## src/rtl/vga_tile_buffer.sv

```systemverilog
`timescale 1ns/1ps
// vga_tile_buffer: double-buffered tile-colour store.
// The VGA side reads the front bank. The CPU reads and writes the back bank.
// Bank swaps commit only at the vsync falling edge. After each swap the new
// front bank is copied into the new back bank, so the CPU edits the frame on
// display incrementally instead of starting from stale data.
module vga_tile_buffer #(
    parameter int ADDR_W = 6,
    parameter int DATA_W = 8,
    parameter int COPY_N = 64
) (
    input  logic              clk,
    input  logic              rst_n,
    input  logic [ADDR_W-1:0] vga_addr,
    output logic [DATA_W-1:0] vga_color,
    input  logic              vsync,
    input  logic              cpu_we,
    input  logic              cpu_re,
    input  logic [ADDR_W-1:0] cpu_addr,
    input  logic [DATA_W-1:0] cpu_wdata,
    output logic [DATA_W-1:0] cpu_rdata,
    output logic              cpu_ready,
    input  logic              swap_req,
    output logic              swap_pending,
    output logic              front_sel
);

    typedef enum logic [1:0] {
        ST_IDLE = 2'd0,
        ST_PEND = 2'd1,
        ST_COPY = 2'd2
    } state_t;

    localparam int                DEPTH    = 2 ** ADDR_W;
    localparam logic [ADDR_W-1:0] LAST_IDX = ADDR_W'(COPY_N - 1);
    localparam logic [ADDR_W-1:0] IDX_ONE  = ADDR_W'(1);

    // Both banks in one array; the MSB of the index selects the bank.
    logic [DATA_W-1:0] mem_q [0:2*DEPTH-1];

    state_t            state_q,     state_d;
    logic              front_sel_q, front_sel_d;
    logic [ADDR_W-1:0] idx_q,       idx_d;
    logic              rereq_q,     rereq_d;
    logic              vsync_dly_q;
    logic              cpu_ready_q, cpu_ready_d;
    logic [DATA_W-1:0] cpu_rdata_q, cpu_rdata_d;
    logic [DATA_W-1:0] vga_color_q, vga_color_d;

    logic              vs_fall;
    logic              in_copy;
    logic              back_sel;
    logic              cpu_accept;
    logic              mem_we;
    logic [ADDR_W:0]   mem_waddr;
    logic [DATA_W-1:0] mem_wdata;

    // vsync is already synchronous to clk, so a single delay stage suffices.
    assign vs_fall    = vsync_dly_q & ~vsync;
    assign in_copy    = (state_q == ST_COPY);
    assign back_sel   = ~front_sel_q;
    // The CPU is held off during the copy and on the commit edge, so its
    // write never collides with the copy engine or a bank flip.
    assign cpu_accept = (cpu_we | cpu_re) & ~cpu_ready_q & ~in_copy & ~vs_fall;

    // Select the single back-bank write source: copy engine or CPU.
    always_comb begin
        // NOTE: every signal gets a default first so no path leaves it unassigned and infers a latch.
        mem_we    = 1'b0;
        mem_waddr = {back_sel, cpu_addr};
        mem_wdata = cpu_wdata;
        if (in_copy) begin
            mem_we    = 1'b1;
            mem_waddr = {back_sel, idx_q};
            mem_wdata = mem_q[{front_sel_q, idx_q}];
        end else if (cpu_accept && cpu_we) begin
            mem_we = 1'b1;
        end
    end

    // Bank storage write port.
    // NOTE: the RAM has no reset; its contents are defined only by writes, which lets it map to memory.
    always_ff @(posedge clk) begin
        if (mem_we) begin
            mem_q[mem_waddr] <= mem_wdata;
        end
    end

    // Read-port and CPU handshake next-state values.
    always_comb begin
        vga_color_d = mem_q[{front_sel_q, vga_addr}];
        cpu_ready_d = cpu_accept;
        cpu_rdata_d = cpu_rdata_q;
        // A combined write+read request performs the write only.
        if (cpu_accept && cpu_re && !cpu_we) begin
            cpu_rdata_d = mem_q[{back_sel, cpu_addr}];
        end
    end

    // Swap FSM: wait for a request, commit at vsync fall, then copy front to back.
    always_comb begin
        state_d     = state_q;
        front_sel_d = front_sel_q;
        idx_d       = idx_q;
        rereq_d     = rereq_q;
        case (state_q)
            ST_IDLE: begin
                if (swap_req) begin
                    state_d = ST_PEND;
                end
            end
            ST_PEND: begin
                // Extra swap_req pulses here merge into the pending one.
                if (vs_fall) begin
                    front_sel_d = ~front_sel_q;
                    idx_d       = '0;
                    rereq_d     = 1'b0;
                    state_d     = ST_COPY;
                end
            end
            ST_COPY: begin
                idx_d = idx_q + IDX_ONE;
                if (swap_req) begin
                    rereq_d = 1'b1;
                end
                if (idx_q == LAST_IDX) begin
                    state_d = (rereq_q || swap_req) ? ST_PEND : ST_IDLE;
                    rereq_d = 1'b0;
                end
            end
            default: begin
                state_d = ST_IDLE;
            end
        endcase
    end

    // Control and output registers; reset aborts any copy in progress.
    always_ff @(posedge clk or negedge rst_n) begin
        if (!rst_n) begin
            state_q     <= ST_IDLE;
            front_sel_q <= 1'b0;
            idx_q       <= '0;
            rereq_q     <= 1'b0;
            vsync_dly_q <= 1'b1;
            cpu_ready_q <= 1'b0;
            cpu_rdata_q <= '0;
            vga_color_q <= '0;
        end else begin
            // NOTE: non-blocking assignments so every register samples pre-edge values.
            state_q     <= state_d;
            front_sel_q <= front_sel_d;
            idx_q       <= idx_d;
            rereq_q     <= rereq_d;
            vsync_dly_q <= vsync;
            cpu_ready_q <= cpu_ready_d;
            cpu_rdata_q <= cpu_rdata_d;
            vga_color_q <= vga_color_d;
        end
    end

    assign vga_color    = vga_color_q;
    assign cpu_rdata    = cpu_rdata_q;
    assign cpu_ready    = cpu_ready_q;
    assign front_sel    = front_sel_q;
    assign swap_pending = (state_q == ST_PEND) || (in_copy && rereq_q);

endmodule

```

## config.mk

```make
export PLATFORM = sky130hd
export DESIGN_NAME = vga_tile_buffer
export DESIGN_NICKNAME = d
export VERILOG_FILES = /design/src/rtl/vga_tile_buffer.sv
export SDC_FILE = /design/constraint.sdc
export NUM_CORES = 2
export LEC_CHECK = 0
export BUFFER_PORTS_ARGS = -buffer_cell sky130_fd_sc_hd__buf_2
export CAP_MARGIN = 10
export CORE_ASPECT_RATIO = 0.6
export CORE_UTILIZATION = 40
export CTS_CLUSTER_SIZE = 28
export DETAILED_ROUTE_END_ITERATION = 10
export HOLD_SLACK_MARGIN = 0.15
export PLACE_DENSITY = 0.68
export RECOVER_POWER = 50
export SLEW_MARGIN = 5
export SYNTH_ARGS = -nofsm -noshare
export SYNTH_HDL_FRONTEND = slang
export SYNTH_SLANG_ARGS = --single-unit
```

## constraint.sdc

```tcl
create_clock -name clk -period 9.07 [get_ports clk]
set_input_delay 1.814 -clock clk [delete_from_list [all_inputs] [get_ports clk]]
set_output_delay 1.814 -clock clk [all_outputs]
set_load 0.01 [all_outputs]
```

## After elaboration in Yosys (flattened, before gate mapping)

Memory sizes are Yosys's and may differ from the RTL's. A register that Yosys moved wholly into a read port is not among the register bits.
Cells that the tools add are included.

| cells by class | value |
|---|---|
| eq/ne operators | 7 |
| add/subtract/negate cells | 1 |
| multiplexer cells | 17 |
| reduce and logical (&&, ||, !) cells | 15 |
| bitwise operators | 10 |

Operator list:

| kind | count |
|---|---|
| $mux 6 | 2 |
| $pmux 6 s2 | 1 |
| $mux 1 | 8 |
| $mux 8 | 1 |
| $add 6x1->6 const B | 1 |
| $eq 6x6->1 const B | 1 |
| $mux 2 | 3 |
| $pmux 2 s3 | 1 |
| $reduce_and 3->1 | 2 |
| $not 1->1 | 5 |
| $and 1x1->1 | 4 |
| $logic_and 1x1->1 | 4 |
| $ne 2x2->1 const B | 2 |
| $reduce_and 2->1 | 2 |
| $logic_not 1->1 | 3 |
| $ne 3x2->1 const B | 1 |
| $eq 2x1->1 const B | 1 |
| $eq 2x2->1 const B | 1 |
| $logic_not 2->1 | 1 |
| $logic_or 1x1->1 | 2 |
| $ne 2x1->1 const B | 1 |
| $pmux 1 s2 | 1 |
| $reduce_bool 2->1 | 1 |
| $or 1x1->1 | 1 |

| word-level totals | value |
|---|---|
| input port bits | 26 |
| RAM bits | 1024 |
| flip-flop bits (word level) | 12 |
| memories kept | 1 |
| word-level logic and storage cells | 57 |

Memories:

| name | depth | bits a word | rd ports | clocked after Yosys merged registers in | wr ports | RTL line | source |
|---|---|---|---|---|---|---|---|
| mem_q | 128 | 8 | 3 | 2 | 1 | 39 | `logic [DATA_W-1:0] mem_q [0:2*DEPTH-1];` |

## Depth between registers and ports, before layout

| logic depth | value |
|---|---|
| depth in word-level cells | 9 |
| mapped depth | 12 |

## Worst setup path after synthesis

No wires, ideal clock.

| path | value |
|---|---|
| path kind | reg-to-reg |
| from | reg idx_q[2] |
| to | mem mem_q[0][3], data pin |
| arrival | 7.390 ns |
| data required time | 7.805 ns |
| stages on the path, launching flop included | 9 |
| path slack | 0.414 ns |
| library setup time | 1.265 ns |
| cells stage by stage | dfrtp_1 > buf_1 > inv_1 > clkbuf_1 > buf_1 > nor3_1 > a211oi_1 > nand3_1 > a221oi_1 |

| between the ends | value |
|---|---|
| cells in the longest elaborated chain, start to end | 2 |

Ends and longest elaborated chain:

| what | RTL line | source |
|---|---|---|
| start, declared | 43 | `logic [ADDR_W-1:0] idx_q, idx_d;` |
| start signal, assigned | 152 | `idx_q <= idx_d;` |
| $mem_v2 128x8 | -- |  |
| $mux 8 | 72 | `if (in_copy) begin` |
| named net mem_wdata[3] | 56 | `logic [DATA_W-1:0] mem_wdata;` |
| end, declared | 39 |  |

The timed path passes the listed nets, and every way through them passes these cells.

## Final worst setup path

| path | value |
|---|---|
| from | reg idx_q[0] |
| to | mem mem_q[21][4], data pin |

Same word-level chain as after synthesis.

==> metrics.txt <==
CTS tree done; Post-synth EDFFs 1024; status finished with violations; Slew headroom -1.54; Core Footprint 0.142 mm^2; placement row count 107; post-synth top area cell edfxtp_1; H-tree depth 3; Pre-antenna DRT Iters 11; share of cells above drive strength 1 0.328; die area 0.145 mm^2; Post-CTS Setup Repair Bufs 0; crit path cell chain buf_4, mux4_2, mux4_2, nor2_1, a2111oi_0, buf_4, nor3_1, nor3_1, buf_4, buf_4; Slew Viols, Final 370; post-synth cell types 48; CP startpoint kind flip-flop; first-pass GRT wire length 284000 um; Arr. time, crit path 7.37 ns; Die W 491 um; drt first-iter violations 7015; Worst R2R Setup Slack 2.10 ns; Fin Clk Skew 0.0257 ns; Worst-Skew Late Latency 0.73 ns; commonest cells after routing, fill and taps aside edfxtp_1 (1024), mux4_2 (761), mux2i_1 (295); Post-Route WL 206000 um; area grow syn2layout 9.73%; Hold Crit Class flip-flop to flip-flop; largest net degree at the start of global routing 103; clk buf depth 3; Leak 19.3 nW; max cap viols 9; clock root buffer clkbuf_16; required time of the worst setup path 9.47 ns; slowest CP cell dfrtp_1; total gr overflow 0; I/O pin cnt 45; Primary FF master, synth edfxtp_1; total number of vias 36900; Buffers on Ports 44; CTS Hold Bufs 0; TritonCTS Buffers 94; fin crit share 0.768; syn_nets 3213; register area share after synthesis 0.548; Reg clk slew, reported paths 0.07 ns; violated checks DRC, capacitance limit, slew limit; Yosys top cell area share 0.536; Ys Warns 0; Final Hold Vio Count 0; worst-path fanout max 72; Max VDD drop 0.252 mV; DRC errors left 9; mapped cell area 0.0574 mm^2; setup TNS 0 ns; Max Clk Rate 144 MHz; Area contributors post-synth edfxtp_1 (54%), mux4_2 (30%), mux2i_1 (5.1%); fin crit period 6.97 ns; power density cells 233 mW/mm^2; DPL Wire Length 138000 um; drt wl/cell 40.0 um; CP Class flip-flop to flip-flop; CTS Sinks 1052; All-Layer GR Usage 0.283; Crit. End Element flip-flop; antenna viol nets, final 0; Seq cells post-synth 1052; CP peak stage delay 1.86 ns; Die Y 295 um; final setup vio count 0; vias in the first global route 34300; syn avg cell area 18.0 um^2; Post-CTS Resized 0; GPL Wtd Cong 1.02; most common cell after layout, fill and taps aside edfxtp_1; Setup WS pre-CTS 3.30 ns; Async SR Flop Fraction 0.0266; Layout Nets 3198; Crit path top cell by count buf_4; Final WS setup 2.10 ns; RSZ-0062 raised after global routing no; Initial Util 0.404; via-per-instance ratio 7.16; initial antenna violation count 11; Least-Margin Pin Slew 3.82 ns; fill count 12200; Mapped Cells 3182
metrics by stage:
stage	utilization	power, W	instance area (um^2)	std cells	hold slack [ns]
2_1_floorplan	-	0.00873	57400	3182	0.513
3_3_place_gp	0.422	0.0103	60000	4974	0.491
3_5_place_dp	0.422	0.0103	60000	4975	0.495
4_1_cts	0.445	0.0145	63200	5150	0.509
5_1_grt	0.443	0.0149	63000	5154	0.539
6_report	0.443	0.0147	63000	5158	0.516
state kept, by name, indices dropped and copies added (netlist names):
signal       count
idx_q            6
vga_color        8
cpu_ready        1
rereq_q          1
state_q          2
vsync_dly_q      1
cpu_rdata        8
front_sel        1
mem_q         1024
cell type report:
type | count | area (um^2) | share of cell area
well taps | 1907 | 2390 | 0.0379
clock buffers | 114 | 2490 | 0.0395
inverters | 7 | 28.8 | 0.000457
diodes | 5 | 12.5 | 0.000199
flip-flops and latches | 1052 | 31500 | 0.499
repair buffers | 182 | 1200 | 0.0191
clock inverters | 61 | 734 | 0.0117
multi-input cells | 1830 | 24700 | 0.392
layer usage:
metal | vias to the layer above | wire [um] | track usage
li1 | 13800 | - | -
met1 | 19300 | 76700 | 0.398
met2 | 3544 | 78500 | 0.355
met3 | 341 | 46300 | 0.192
met4 | 8 | 4290 | 0.0510
met5 | - | 399 | 0.0156
final timing paths:
kind	endpoint	start	depth (start not counted)
min in group asynchronous	state_q[1]	rst_n	1
hold / removal	cpu_ready	cpu_ready	1
setup / recovery	mem_q[21][4]	idx_q[0]	10
hold reg to reg	cpu_ready	cpu_ready	1
max in group asynchronous	idx_q[1]	rst_n	1
setup reg to reg	mem_q[21][4]	idx_q[0]	10
cell families after synthesis:
logic type,synth area share
DFF,0.548
adders and majority gates,0.00109
AOI/OAI and AO/OA,0.0413
and+or+nand+nor,0.0322
buffers and inverters,0.0235
muxes,0.354
xor gates and xnor gates,0.000153
synthesized netlist by cell type (all sizes together), types with 15 or more instances:
| master | instances |
|---|---|
| nand2 | 115 |
| nor3 | 19 |
| nand4 | 21 |
| o211ai | 15 |
| nor2 | 167 |
| a31oi | 15 |
| a22oi | 111 |
| buf | 160 |
| mux2 | 19 |
| edfxtp | 1024 |
| nor2b | 32 |
| nand3 | 22 |
| dfrtp | 27 |
| clkbuf | 133 |
| mux4 | 761 |
| mux2i | 295 |
| o21ai | 27 |
| a21oi | 67 |
| a221oi | 30 |
worst max-delay path: cells and delay by family, from the launching register on:
| family | cells | cell delay (ns) |
|---|---|---|
| buffers and inverters | 4 | 2.36 |
| DFF | 1 | 1.86 |
| and+or+nand+nor | 3 | 1.14 |
| muxes | 2 | 0.64 |
| AOI/OAI and AO/OA | 1 | 0.41 |
where the power goes:
group | internal [W] | switching (W)
Combinational | 0.00140 | 0.00279
Clock | 0.00235 | 0.00196
Sequential | 0.00602 | 0.000162
Power figures use the tool's default switching activity.
